`src/rtl/seg_mux_receiver.sv`:
```
// seg_mux_receiver: decodes a two-digit multiplexed 7-segment display bus into a validated digit pair.
// Define SEG_HEX_DECODE_EN to also accept the hex glyphs A, b, C, d, E, F as values 10-15.
module seg_mux_receiver #(
  parameter int SETTLE_CYCLES  = 8,
  parameter int TIMEOUT_CYCLES = 150000
) (
  input  logic       click,
  input  logic       reset,
  input  logic       select_dp1,
  input  logic       select_dp2,
  input  logic       a_in,
  input  logic       b_in,
  input  logic       c_in,
  input  logic       d_in,
  input  logic       e_in,
  input  logic       f_in,
  input  logic       g_in,
  input  logic       dp_in,
  output logic [3:0] digit1,
  output logic [3:0] digit2,
  output logic       pair_valid,
  output logic       code_err,
  output logic       link_lost
);
  localparam int CW = $clog2(SETTLE_CYCLES + 1);
  localparam int TW = $clog2(TIMEOUT_CYCLES + 1);
  typedef enum logic [2:0] {HUNT, SETTLE1, HOLD1, SETTLE2, HOLD2} state_t;
  state_t state, state_nx;
  logic [9:0] s1, s2;
  logic [1:0] sel_q;
  logic [CW-1:0] cnt, cnt_nx;
  logic [TW-1:0] tcnt;
  logic [3:0] d1_hold, dec;
  logic dec_ok, p1, p2, trans, ph_ok, done, sample, unused_dp;
  assign p1 = s2[9:8] == 2'b10;
  assign p2 = s2[9:8] == 2'b01;
  assign trans = s2[9:8] != sel_q;
  assign ph_ok = (state == SETTLE1) ? p1 : p2;
  assign done = cnt == CW'(SETTLE_CYCLES - 1);
  assign link_lost = tcnt == TW'(TIMEOUT_CYCLES);
  assign unused_dp = s2[7];
  always_comb begin
    dec = 4'd0;
    dec_ok = 1'b1;
    case (s2[6:0])
      7'h40: dec = 4'd0;
      7'h79: dec = 4'd1;
      7'h24: dec = 4'd2;
      7'h30: dec = 4'd3;
      7'h19: dec = 4'd4;
      7'h12: dec = 4'd5;
      7'h02: dec = 4'd6;
      7'h78: dec = 4'd7;
      7'h00: dec = 4'd8;
      7'h10: dec = 4'd9;
`ifdef SEG_HEX_DECODE_EN
      7'h08: dec = 4'd10;
      7'h03: dec = 4'd11;
      7'h46: dec = 4'd12;
      7'h21: dec = 4'd13;
      7'h06: dec = 4'd14;
      7'h0E: dec = 4'd15;
`endif
      default: dec_ok = 1'b0;
    endcase
  end
  // A lost link parks the FSM in HUNT, but the transition that revives the link is still honoured.
  always_comb begin
    state_nx = state;
    cnt_nx = '0;
    sample = 1'b0;
    if (link_lost && !trans) state_nx = HUNT;
    else case (state)
      HUNT: state_nx = (p1 && trans) ? SETTLE1 : HUNT;
      SETTLE1, SETTLE2: begin
        cnt_nx = cnt + 1'b1;
        sample = ph_ok && done;
        state_nx = (!ph_ok || (done && !dec_ok)) ? HUNT : !done ? state : (state == SETTLE1) ? HOLD1 : HOLD2;
      end
      HOLD1: state_nx = p2 ? SETTLE2 : p1 ? HOLD1 : HUNT;
      HOLD2: state_nx = p1 ? SETTLE1 : p2 ? HOLD2 : HUNT;
      default: state_nx = HUNT;
    endcase
  end
  always_ff @(posedge click or negedge reset) begin
    if (!reset) begin
      s1 <= '0;
      s2 <= '0;
      sel_q <= '0;
      state <= HUNT;
      cnt <= '0;
      tcnt <= '0;
      d1_hold <= '0;
      digit1 <= '0;
      digit2 <= '0;
      pair_valid <= 1'b0;
      code_err <= 1'b0;
    end else begin
      s1 <= {select_dp1, select_dp2, dp_in, g_in, f_in, e_in, d_in, c_in, b_in, a_in};
      s2 <= s1;
      sel_q <= s2[9:8];
      state <= state_nx;
      cnt <= cnt_nx;
      tcnt <= trans ? '0 : link_lost ? tcnt : tcnt + 1'b1;
      pair_valid <= sample && dec_ok && state == SETTLE2;
      if (sample && !dec_ok) code_err <= 1'b1;
      if (sample && dec_ok && state == SETTLE1) d1_hold <= dec;
      if (sample && dec_ok && state == SETTLE2) begin
        digit1 <= d1_hold;
        digit2 <= dec;
      end
    end
  end
endmodule

```
`config.mk`:
```
export PLATFORM = sky130hd
export DESIGN_NAME = seg_mux_receiver
export DESIGN_NICKNAME = d
export VERILOG_FILES = /design/src/rtl/seg_mux_receiver.sv
export SDC_FILE = /design/constraint.sdc
export NUM_CORES = 1
export LEC_CHECK = 0
export BUFFER_PORTS_ARGS = -buffer_cell sky130_fd_sc_hd__buf_2
export CORE_MARGIN = 4
export CORE_UTILIZATION = 24
export DETAILED_ROUTE_END_ITERATION = 12
export GPL_TIMING_DRIVEN = 0
export PLACE_DENSITY = 0.39
export SYNTH_ARGS = -nofsm -noshare
export SYNTH_HDL_FRONTEND = slang
export SYNTH_SLANG_ARGS = --single-unit
```
`constraint.sdc`:
```
create_clock -name click -period 4.55 [get_ports click]
set_input_delay 1.365 -clock click [delete_from_list [all_inputs] [get_ports click]]
set_output_delay 1.365 -clock click [all_outputs]
set_load 0.05 [all_outputs]
```
==> flow_summary.ini, run 1 <==
[run_status]
status = finished clean

[grt]
grt_first_pass_wirelength_um = 9011
top_usage_layer = met2
grt_max_degree = 35
grtUsageMet3 = 0.02032
grt_pass1_vias = 1814
antenna_found_initial = 0
grt_usage = 0.08876
met1_usage = 0.1235
globalRouteOverflowTotal = 0
grtUsageMet2 = 0.1236

[sta]
fmax_mhz = 315.0
finalSetupViolations = 0
fin_skew_ps = 8.414
hold_viol = 0
post-route-min-period_ps = 3175
tightestPinTransition_ps = 598.3
fin_crit_sh = 0.6978
tns_ps = 0
rsz0062_at_grt = no
drv_slew = 0
relSlewSlack = 0.6012

[clocking]
path_clk_slew_ps = 60
post-cts-setup-buffers = 0
cts_hold_buf = 0
cts.path.max_buffers = 2
ctsHtreeMaxLevel = 3
clock_sinks = 59
cts_tree = done
clock-root-buffer = clkbuf_8
cts-resized-gates = 0
clk-insertion-delay-late_ps = 330
numCtsBuffers = 9

[detailed_routing]
routed_wl_um = 5085
dr_total_vias = 1774
wl_per_cell_um = 12.22
drc = 0
dr.pass1.iters = 4
viasPerCell = 4.264
drtIter0Drc = 59
antenna_left = 0

[power_and_ir_drop]
pwr-share-seq = 0.502
pwr-share-clk = 0.409
power_density_nw_per_um2 = 364.2
p_leak_nw = 1.385
pwr-share-comb = 0.089
swShare = 0.2526
peakVddDrop_v = 0.0001319
internal_power_mw = 0.8573
power.switching_mw = 0.2898

[setup_path]
critPathSlowestCell = dfrtp_1
endpoint_kind = output pin
critPathMaxFanout = 4
max_stage_delay_ps = 420
path_delay_family = simple AND/OR/NAND/NOR gates
required_ps = 3180
crit_path_cell_trace = inv_1, ha_1, nand2b_1, nor4_1, and4_1, buf_2
cp.arrival_ps = 1810
critPathLaunchType = register
cp_num_buf_inv = 2
crit_type = register to output pin

[final_layout]
finalNetCount = 289
antennaDiodeCount = 0
fin_cells = 416
drive_above_1_share = 0.2101
syn2layout_area_growth_pct = 18.61

[synth]
avgSynthCellArea_um2 = 11.16
syn_area_um2 = 2655
ys_top_cells_by_count = dfrtp_1, nor2_1, nand2_1
synthTopCellsByArea = dfrtp_1, mux2_2, nor2_1
yosysWarnings = 0
synthArstFlopShare = 1.000
synth.most_common_cell = dfrtp_1
yosysSeqAreaShare = 0.5561
synth_enable_flop_cells = 0
ys.flop_type = dfrtp_1
synthCells = 238
yosysTopAreaCell = dfrtp_1
synth_nets = 256
synth_cell_types = 40
synth-seq-cells = 59
synth_top_area_share = 0.5561

[worst_hold_path]
hold_class = register to register

[floorplan]
rows = 38
dieArea_um2 = 12810
ioPinCount = 23
die_w_um = 113.2
core_area_um2 = 10840
die_y_um = 113.2
initial_core_util = 0.2449

[flow_run]
cap_violations = 0

[placement]
hpwlAfterDp_um = 3612
dpl.cell_count = 400
place_congestion = 0.7542
port_buffers = 21
[metrics by stage]
step | instance area (um2) | hold WS (ps) | power [mW] | util | setup slack, ps
floorplan | 2655 | 331.2 | 0.6496 | - | 1862
global placement | 2935 | 333.2 | 0.6894 | 0.2708 | 1714
detailed placement | 2955 | 334.7 | 0.6917 | 0.2726 | 1720
CTS | 3149 | 349.7 | 1.175 | 0.2905 | 1345
global route | 3149 | 357.5 | 1.223 | 0.2905 | 1200
finish | 3149 | 347.5 | 1.147 | 0.2905 | 1375
[power by group through the flow]
| stage | registers, mW | logic, mW | clock network [mW] |
|---|---|---|---|
| 2_1_floorplan | 0.579 | 0.0702 | 0 |
| 3_3_place_gp | 0.586 | 0.104 | 0 |
| 3_5_place_dp | 0.585 | 0.107 | 0 |
| 4_1_cts | 0.576 | 0.106 | 0.493 |
| 5_1_grt | 0.581 | 0.123 | 0.518 |
| 6_report | 0.576 | 0.102 | 0.469 |
[state kept, by name, summed over array words and instances, names as in the netlist, 2 cells and up]
signal   count
digit2       4
digit1       4
tcnt        18
s2           9
state        3
cnt          4
sel_q        2
d1_hold      4
s1           9
[final cells by class]
| cell class | instances | area, um2 |
|---|---|---|
| inverter | 6 | 22.52 |
| buffer | 7 | 35.03 |
| tap | 140 | 175.2 |
| clock buffer | 11 | 141.4 |
| timing repair buffer | 22 | 125.1 |
| clock inverter | 5 | 52.55 |
| fill | 1128 | 7691 |
| multi-input combinational | 166 | 1121 |
| sequential | 59 | 1476 |
[routing by layer]
metal | up-vias | wire length [um]
li1 | 895 | -
met1 | 842 | 2650
met2 | 27 | 2159
met3 | 10 | 154
met4 | 0 | 121
met5 | - | 0
[worst paths after layout]
| check | startpoint | end | slack [ps] | depth (start not counted) |
|---|---|---|---|---|
| worst max-delay path | tcnt[0]$_DFFE_PN0P_ | link_lost | 1370 | 6 |
| worst min-delay path | s1[0]$_DFF_PN0_ | s2[0]$_DFF_PN0_ | 350 | 0 |
| min in group asynchronous | reset | digit1[3]$_DFFE_PN0P_ | 1030 | 1 |
| worst max register to register | tcnt[0]$_DFFE_PN0P_ | d1_hold[0]$_DFFE_PN0P_ | 2170 | 8 |
| max in group asynchronous | reset | tcnt[8]$_DFFE_PN0P_ | 2910 | 2 |
| worst min register to register | s1[0]$_DFF_PN0_ | s2[0]$_DFF_PN0_ | 350 | 0 |
[cell usage in the layout (no fill, tap or decap), types with 4 or more instances in the layout]
cell type and count:
o21ai_0 8, ha_1 6, clkbuf_8 10, a21oi_1 5, or3_1 4, nor2_1 31, xnor2_1 9, xor2_1 10
nor4_1 6, nand2b_1 4, buf_2 22, inv_1 6, and4_1 4, nand2_1 17, nand3_1 13, clkbuf_1 5
nor3_1 4, dfrtp_1 59, nor4b_1 6, mux2_2 12
[kinds of logic after synthesis]
| group | after synthesis | synth area share |
|---|---|---|
| AO/OA/AOI/OAI | 18 | 0.03864 |
| XOR/XNOR | 19 | 0.06268 |
| adder cells (fa/ha/maj) | 6 | 0.02827 |
| buffers and inverters | 13 | 0.02167 |
| flip-flops | 59 | 0.5561 |
| multiplexers | 15 | 0.06221 |
| AND/OR/NAND/NOR | 108 | 0.2304 |
Note: power is estimated with default switching activity, not from simulation.
==> inputs of run 2 (changes only) <==
--- a/config.mk
+++ b/config.mk
@@ -10,7 +10,7 @@
 export CORE_UTILIZATION = 24
 export DETAILED_ROUTE_END_ITERATION = 12
 export GPL_TIMING_DRIVEN = 0
-export PLACE_DENSITY = 0.39
+export PLACE_DENSITY = 0.4
 export SYNTH_ARGS = -nofsm -noshare
 export SYNTH_HDL_FRONTEND = slang
 export SYNTH_SLANG_ARGS = --single-unit
==> constraint.sdc (replaced) <==
create_clock -name click -period 2.9 [get_ports click]
set_input_delay 0.87 -clock click [delete_from_list [all_inputs] [get_ports click]]
set_output_delay 0.87 -clock click [all_outputs]
set_load 0.05 [all_outputs]
==> flow_summary.ini, run 2 (synthesis results as in run 1) <==
[flow_run]
cap_violations = 0

[setup_path]
required_ps = 2030
critPathLaunchType = register
critPathMaxFanout = 4
cp.arrival_ps = 1770
endpoint_kind = output pin
r2r_slack_ps = 540
crit_type = register to output pin

[sta]
tns_ps = 0
whs_ps = 345.4
fmax_mhz = 378.3
fin_crit_sh = 0.9114
post-route-min-period_ps = 2643
rsz0062_at_grt = no
hold_viol = 0
finalSetupViolations = 0
relSlewSlack = 0.5065
tightestPinTransition_ps = 740.2
drv_slew = 0
fin_skew_ps = 8.836

[worst_hold_path]
hold_class = register to register

[grt]
grt_first_pass_wirelength_um = 9039
antenna_found_initial = 0
grt_pass1_vias = 1851
grt_max_degree = 60
grt_usage = 0.08773
globalRouteOverflowTotal = 0

[final_layout]
finalNetCount = 288
mostFrequentLayoutCell = dfrtp_1
drive_above_1_share = 0.2080
antennaDiodeCount = 0
regMostFlops = tcnt
final_cell_mix = dfrtp_1, nor2_1, buf_2, nand2_1, nand3_1
syn2layout_area_growth_pct = 18.24
reg_top3 = tcnt (18), s1 (9), s2 (9)
largest_reg_flops = 18

[floorplan]
die_y_um = 113.2
die_w_um = 113.2
ioPinCount = 23
dieArea_um2 = 12810
initial_core_util = 0.2449
core_area_um2 = 10840
rows = 38

[clocking]
cts_tree = done
post-cts-setup-buffers = 0
cts.path.max_buffers = 2
cts-resized-gates = 0
clk-insertion-delay-late_ps = 330
ctsHtreeMaxLevel = 3
clock_sinks = 59
path_clk_slew_ps = 60
clock-root-buffer = clkbuf_8
numCtsBuffers = 9
cts_hold_buf = 0

[power_and_ir_drop]
p_leak_nw = 1.375
finalPower_mw = 1.812
peakVddDrop_v = 0.0002483
power_density_nw_per_um2 = 577.3

[detailed_routing]
routed_wl_um = 4964
antenna_left = 0
drtIter0Drc = 86
viasPerCell = 4.191
dr_total_vias = 1735
wl_per_cell_um = 11.99
drc = 0
dr.pass1.iters = 4

[placement]
hpwlAfterDp_um = 3446
port_buffers = 21
place_congestion = 0.7365

[run_status]
status = finished clean
[run 2: cell count changes in the layout (fill, tap and decap cells not counted), sizes merged]
cell	delta
buf	-1
clkinv	-2
clkinvlp	+1
[run 2: final timing paths]
path,start,to,cells past startpoint
max,tcnt[0]$_DFFE_PN0P_,link_lost,6
max reg2reg,tcnt[0]$_DFFE_PN0P_,d1_hold[0]$_DFFE_PN0P_,8
min in group asynchronous,reset,digit1[1]$_DFFE_PN0P_,1
min,s1[8]$_DFF_PN0_,s2[8]$_DFF_PN0_,0
min reg2reg,s1[8]$_DFF_PN0_,s2[8]$_DFF_PN0_,0
max in group asynchronous,reset,tcnt[0]$_DFFE_PN0P_,1
[run 2: through the flow]
stage	instance area, um2	utilization	setup WS [ps]	std cells
2_1_floorplan	2655	-	706.6	238
3_3_place_gp	2935	0.2708	509.7	399
3_5_place_dp	2935	0.2708	514.1	399
4_1_cts	3137	0.2894	187.3	414
5_1_grt	3139	0.2896	118.0	414
6_report	3139	0.2896	256.8	414
[run 2: per-layer routing]
| metal | vias to the layer above | global-route usage | wire length (um) |
|---|---|---|---|
| met2 | 21 | 0.1220 | 2150 |
| met4 | 0 | 0.04808 | 95 |
| met3 | 7 | 0.01925 | 141 |
| li1 | 892 | - | - |
| met5 | - | 0 | 0 |
| met1 | 815 | 0.1255 | 2576 |
[run 2: worst max-delay path: stages, from the launching register on]
cell and delay [ps]:
dfrtp_1 400, inv_1 100, ha_1 150, nand2b_1 60
nor4_1 170, and4_1 290, buf_2 280
[run 2: cell type report]
cell class | count | area (um2)
clock buffer | 11 | 151.4
inverter | 6 | 22.52
sequential | 59 | 1476
multi-input combinational | 166 | 1121
timing repair buffer | 21 | 107.6
tap | 140 | 175.2
fill | 1175 | 7701
clock inverter | 4 | 50.05
buffer | 7 | 35.03
[run 2: report_power, final]
| group | internal (mW) | total, mW | switching [mW] |
|---|---|---|---|
| logic | 0.0620 | 0.156 | 0.0940 |
| registers | 0.865 | 0.902 | 0.0378 |
| clock network | 0.437 | 0.754 | 0.317 |
| total | 1.36 | 1.81 | 0.448 |
==> inputs of run 3 (changes only) <==
--- a/config.mk
+++ b/config.mk
@@ -5,6 +5,7 @@
 export SDC_FILE = /design/constraint.sdc
 export NUM_CORES = 1
 export LEC_CHECK = 0
+export ABC_AREA = 1
 export BUFFER_PORTS_ARGS = -buffer_cell sky130_fd_sc_hd__buf_2
 export CORE_MARGIN = 4
 export CORE_UTILIZATION = 24
==> constraint.sdc (replaced) <==
create_clock -name click -period 2.9 [get_ports click]
set_input_delay 0.145 -clock click [delete_from_list [all_inputs] [get_ports click]]
set_output_delay 0.145 -clock click [all_outputs]
set_load 0.05 [all_outputs]
==> flow_summary.ini, run 3 <==
[synth]
synth_enable_flop_cells = 0
synth_cell_types = 33
yosysWarnings = 0
synth-seq-cells = 59
synth_nets = 357
yosysTopAreaCell = dfrtp_1
synthTopCellsByArea = dfrtp_1, nand2_1, inv_1
avgSynthCellArea_um2 = 8.448
ys_top_cells_by_count = nand2_1, dfrtp_1, inv_1
syn_area_um2 = 2864
synth_top_area_share = 0.5155
synthArstFlopShare = 1.000
synthCells = 339
yosysSeqAreaShare = 0.5155
ys.flop_type = dfrtp_1
synth.most_common_cell = nand2_1

[sta]
hold_viol = 0
fin_crit_sh = 0.7126
drv_slew = 0
fin_skew_ps = 6.174
tns_ps = 0
post-route-min-period_ps = 2067
tightestPinTransition_ps = 616.9
relSlewSlack = 0.5887
rsz0062_at_grt = no
finalSetupViolations = 0
fmax_mhz = 483.9

[detailed_routing]
antenna_left = 0
drtIter0Drc = 71
dr_total_vias = 2333
viasPerCell = 4.402
drc = 0
wl_per_cell_um = 12.27
dr.pass1.iters = 4
routed_wl_um = 6503

[clocking]
clk-insertion-delay-late_ps = 330
numCtsBuffers = 9
ctsHtreeMaxLevel = 3
cts.path.max_buffers = 2
clock_sinks = 59
clock-root-buffer = clkbuf_16
cts_tree = done
path_clk_slew_ps = 60

[setup_path]
required_ps = 2760
critPathLaunchType = register
r2r_end = state[1]$_DFFE_PN0P_
endpoint_kind = output pin
cp.arrival_ps = 1920
r2r_slack_ps = 1080
r2r-start = tcnt[0]$_DFFE_PN0P_
reg2regPathDepth = 11
critPathMaxFanout = 5
crit_type = register to output pin

[worst_hold_path]
hold_start = s1[1]$_DFF_PN0_
hold_depth = 0
hold_class = register to register
hold_path_end = s2[1]$_DFF_PN0_

[grt]
globalRouteOverflowTotal = 0
grt_usage = 0.1060
grt_first_pass_wirelength_um = 11210
grt_pass1_vias = 2381
grt_max_degree = 35
antenna_found_initial = 0

[final_layout]
fillCellCount = 1194
largest_reg_flops = 18
antennaDiodeCount = 0
finalNetCount = 400
drive_above_1_share = 0.1550
regMostFlops = tcnt
multi_input_area_um2 = 1184
reg_top3 = tcnt (18), s1 (9), s2 (9)
mostFrequentLayoutCell = nand2_1
seq_area_um2 = 1476
fin_util = 0.3107
final_cell_mix = nand2_1, dfrtp_1, inv_1, nor2_1, nand3_1
syn2layout_area_growth_pct = 25.47

[floorplan]
dieArea_um2 = 13750
die_w_um = 117.2
initial_core_util = 0.2476
die_y_um = 117.2
rows = 39
core_area_um2 = 11560
ioPinCount = 23

[placement]
place_congestion = 0.8063
hpwlAfterDp_um = 4659
port_buffers = 21

[run_status]
status = finished clean

[flow_run]
cap_violations = 0

[power_and_ir_drop]
power_density_nw_per_um2 = 620.2
p_leak_nw = 1.724
peakVddDrop_v = 0.0002661
## run 3: how the worst max path moves through the flow
| stage | start | to | slack, ps | cells after the start |
|---|---|---|---|---|
| 6_report | tcnt[0]$_DFFE_PN0P_ | link_lost | 830 | 8 |
| 5_1_grt | tcnt[0]$_DFFE_PN0P_ | link_lost | 700 | 8 |
| 4_1_cts | tcnt[0]$_DFFE_PN0P_ | link_lost | 810 | 8 |
| 3_5_place_dp | tcnt[0]$_DFFE_PN0P_ | state[1]$_DFFE_PN0P_ | 1090 | 11 |
| 3_3_place_gp | tcnt[0]$_DFFE_PN0P_ | tcnt[16]$_DFFE_PN0P_ | 1070 | 7 |
| 2_1_floorplan | tcnt[0]$_DFFE_PN0P_ | tcnt[0]$_DFFE_PN0P_ | 1110 | 10 |
## run 3: per-stage QoR
| stage | hold WS [ps] | instance area [um2] | worst slack (ps) | power, mW | instances |
|---|---|---|---|---|---|
| 3_5_place_dp | 198.6 | 3168 | 1089 | 1.072 | 504 |
| 4_1_cts | 348.4 | 3593 | 807.6 | 2.279 | 530 |
| 6_report | 346.1 | 3593 | 833.4 | 2.229 | 530 |
| 3_3_place_gp | 252.6 | 3148 | 1072 | 1.067 | 503 |
| 5_1_grt | 350.6 | 3593 | 704.0 | 2.343 | 530 |
| 2_1_floorplan | -150.6 | 2864 | 1106 | 1.008 | 339 |
## run 3: cells by family (layout without fill, tap and decap cells)
kind of cell,Yosys count,in the layout,share of synthesized area
adder cells (fa/ha/maj),6,6,0.02621
flip-flops,59,59,0.5155
buffers and inverters,48,96,0.07121
XOR/XNOR,5,5,0.01529
AND/OR/NAND/NOR,188,188,0.3084
AO/OA/AOI/OAI,33,33,0.06335
## run 3: worst max-delay path, stage by stage, from the launching register on
cell and delay [ps]:
dfrtp_1 430, inv_1 110, ha_1 200, nand2_1 60, inv_1 50, nand2_1 40
nor3_1 230, and2_1 200, buf_2 270
## run 3: power breakdown
group | switching, mW | total (mW) | internal (mW) | leakage, nW
logic | 0.122 | 0.182 | 0.0600 | 0.789
registers | 0.0275 | 0.882 | 0.855 | 0.775
clock network | 0.407 | 1.16 | 0.757 | 0.160
## run 3: final cells by class
type                    count  share of cell area
flip-flops and latches     59              0.4109
multi-input cells         232              0.3294
clock buffers               9             0.06267
repair buffers             32             0.06267
well taps                 143             0.04979
inverters                  44             0.04666
clock inverters             7             0.02786
plain buffers               4             0.01010
## run 3: repair_timing
item	CTS	global route
setup buffers	0	0
endpoints found under the hold margin	34	0
hold buffers	10	0
gates resized for setup	0	0
setup endpoints to repair	0	0
## run 3: per-layer routing
layer  vias up  part of all wire  global-route usage
met4         0             0.017             0.03746
met1      1082              0.47              0.1295
met5         -                 0                   0
met2        41              0.47              0.1697
met3        10             0.046             0.04216
li1       1200                 -                   -
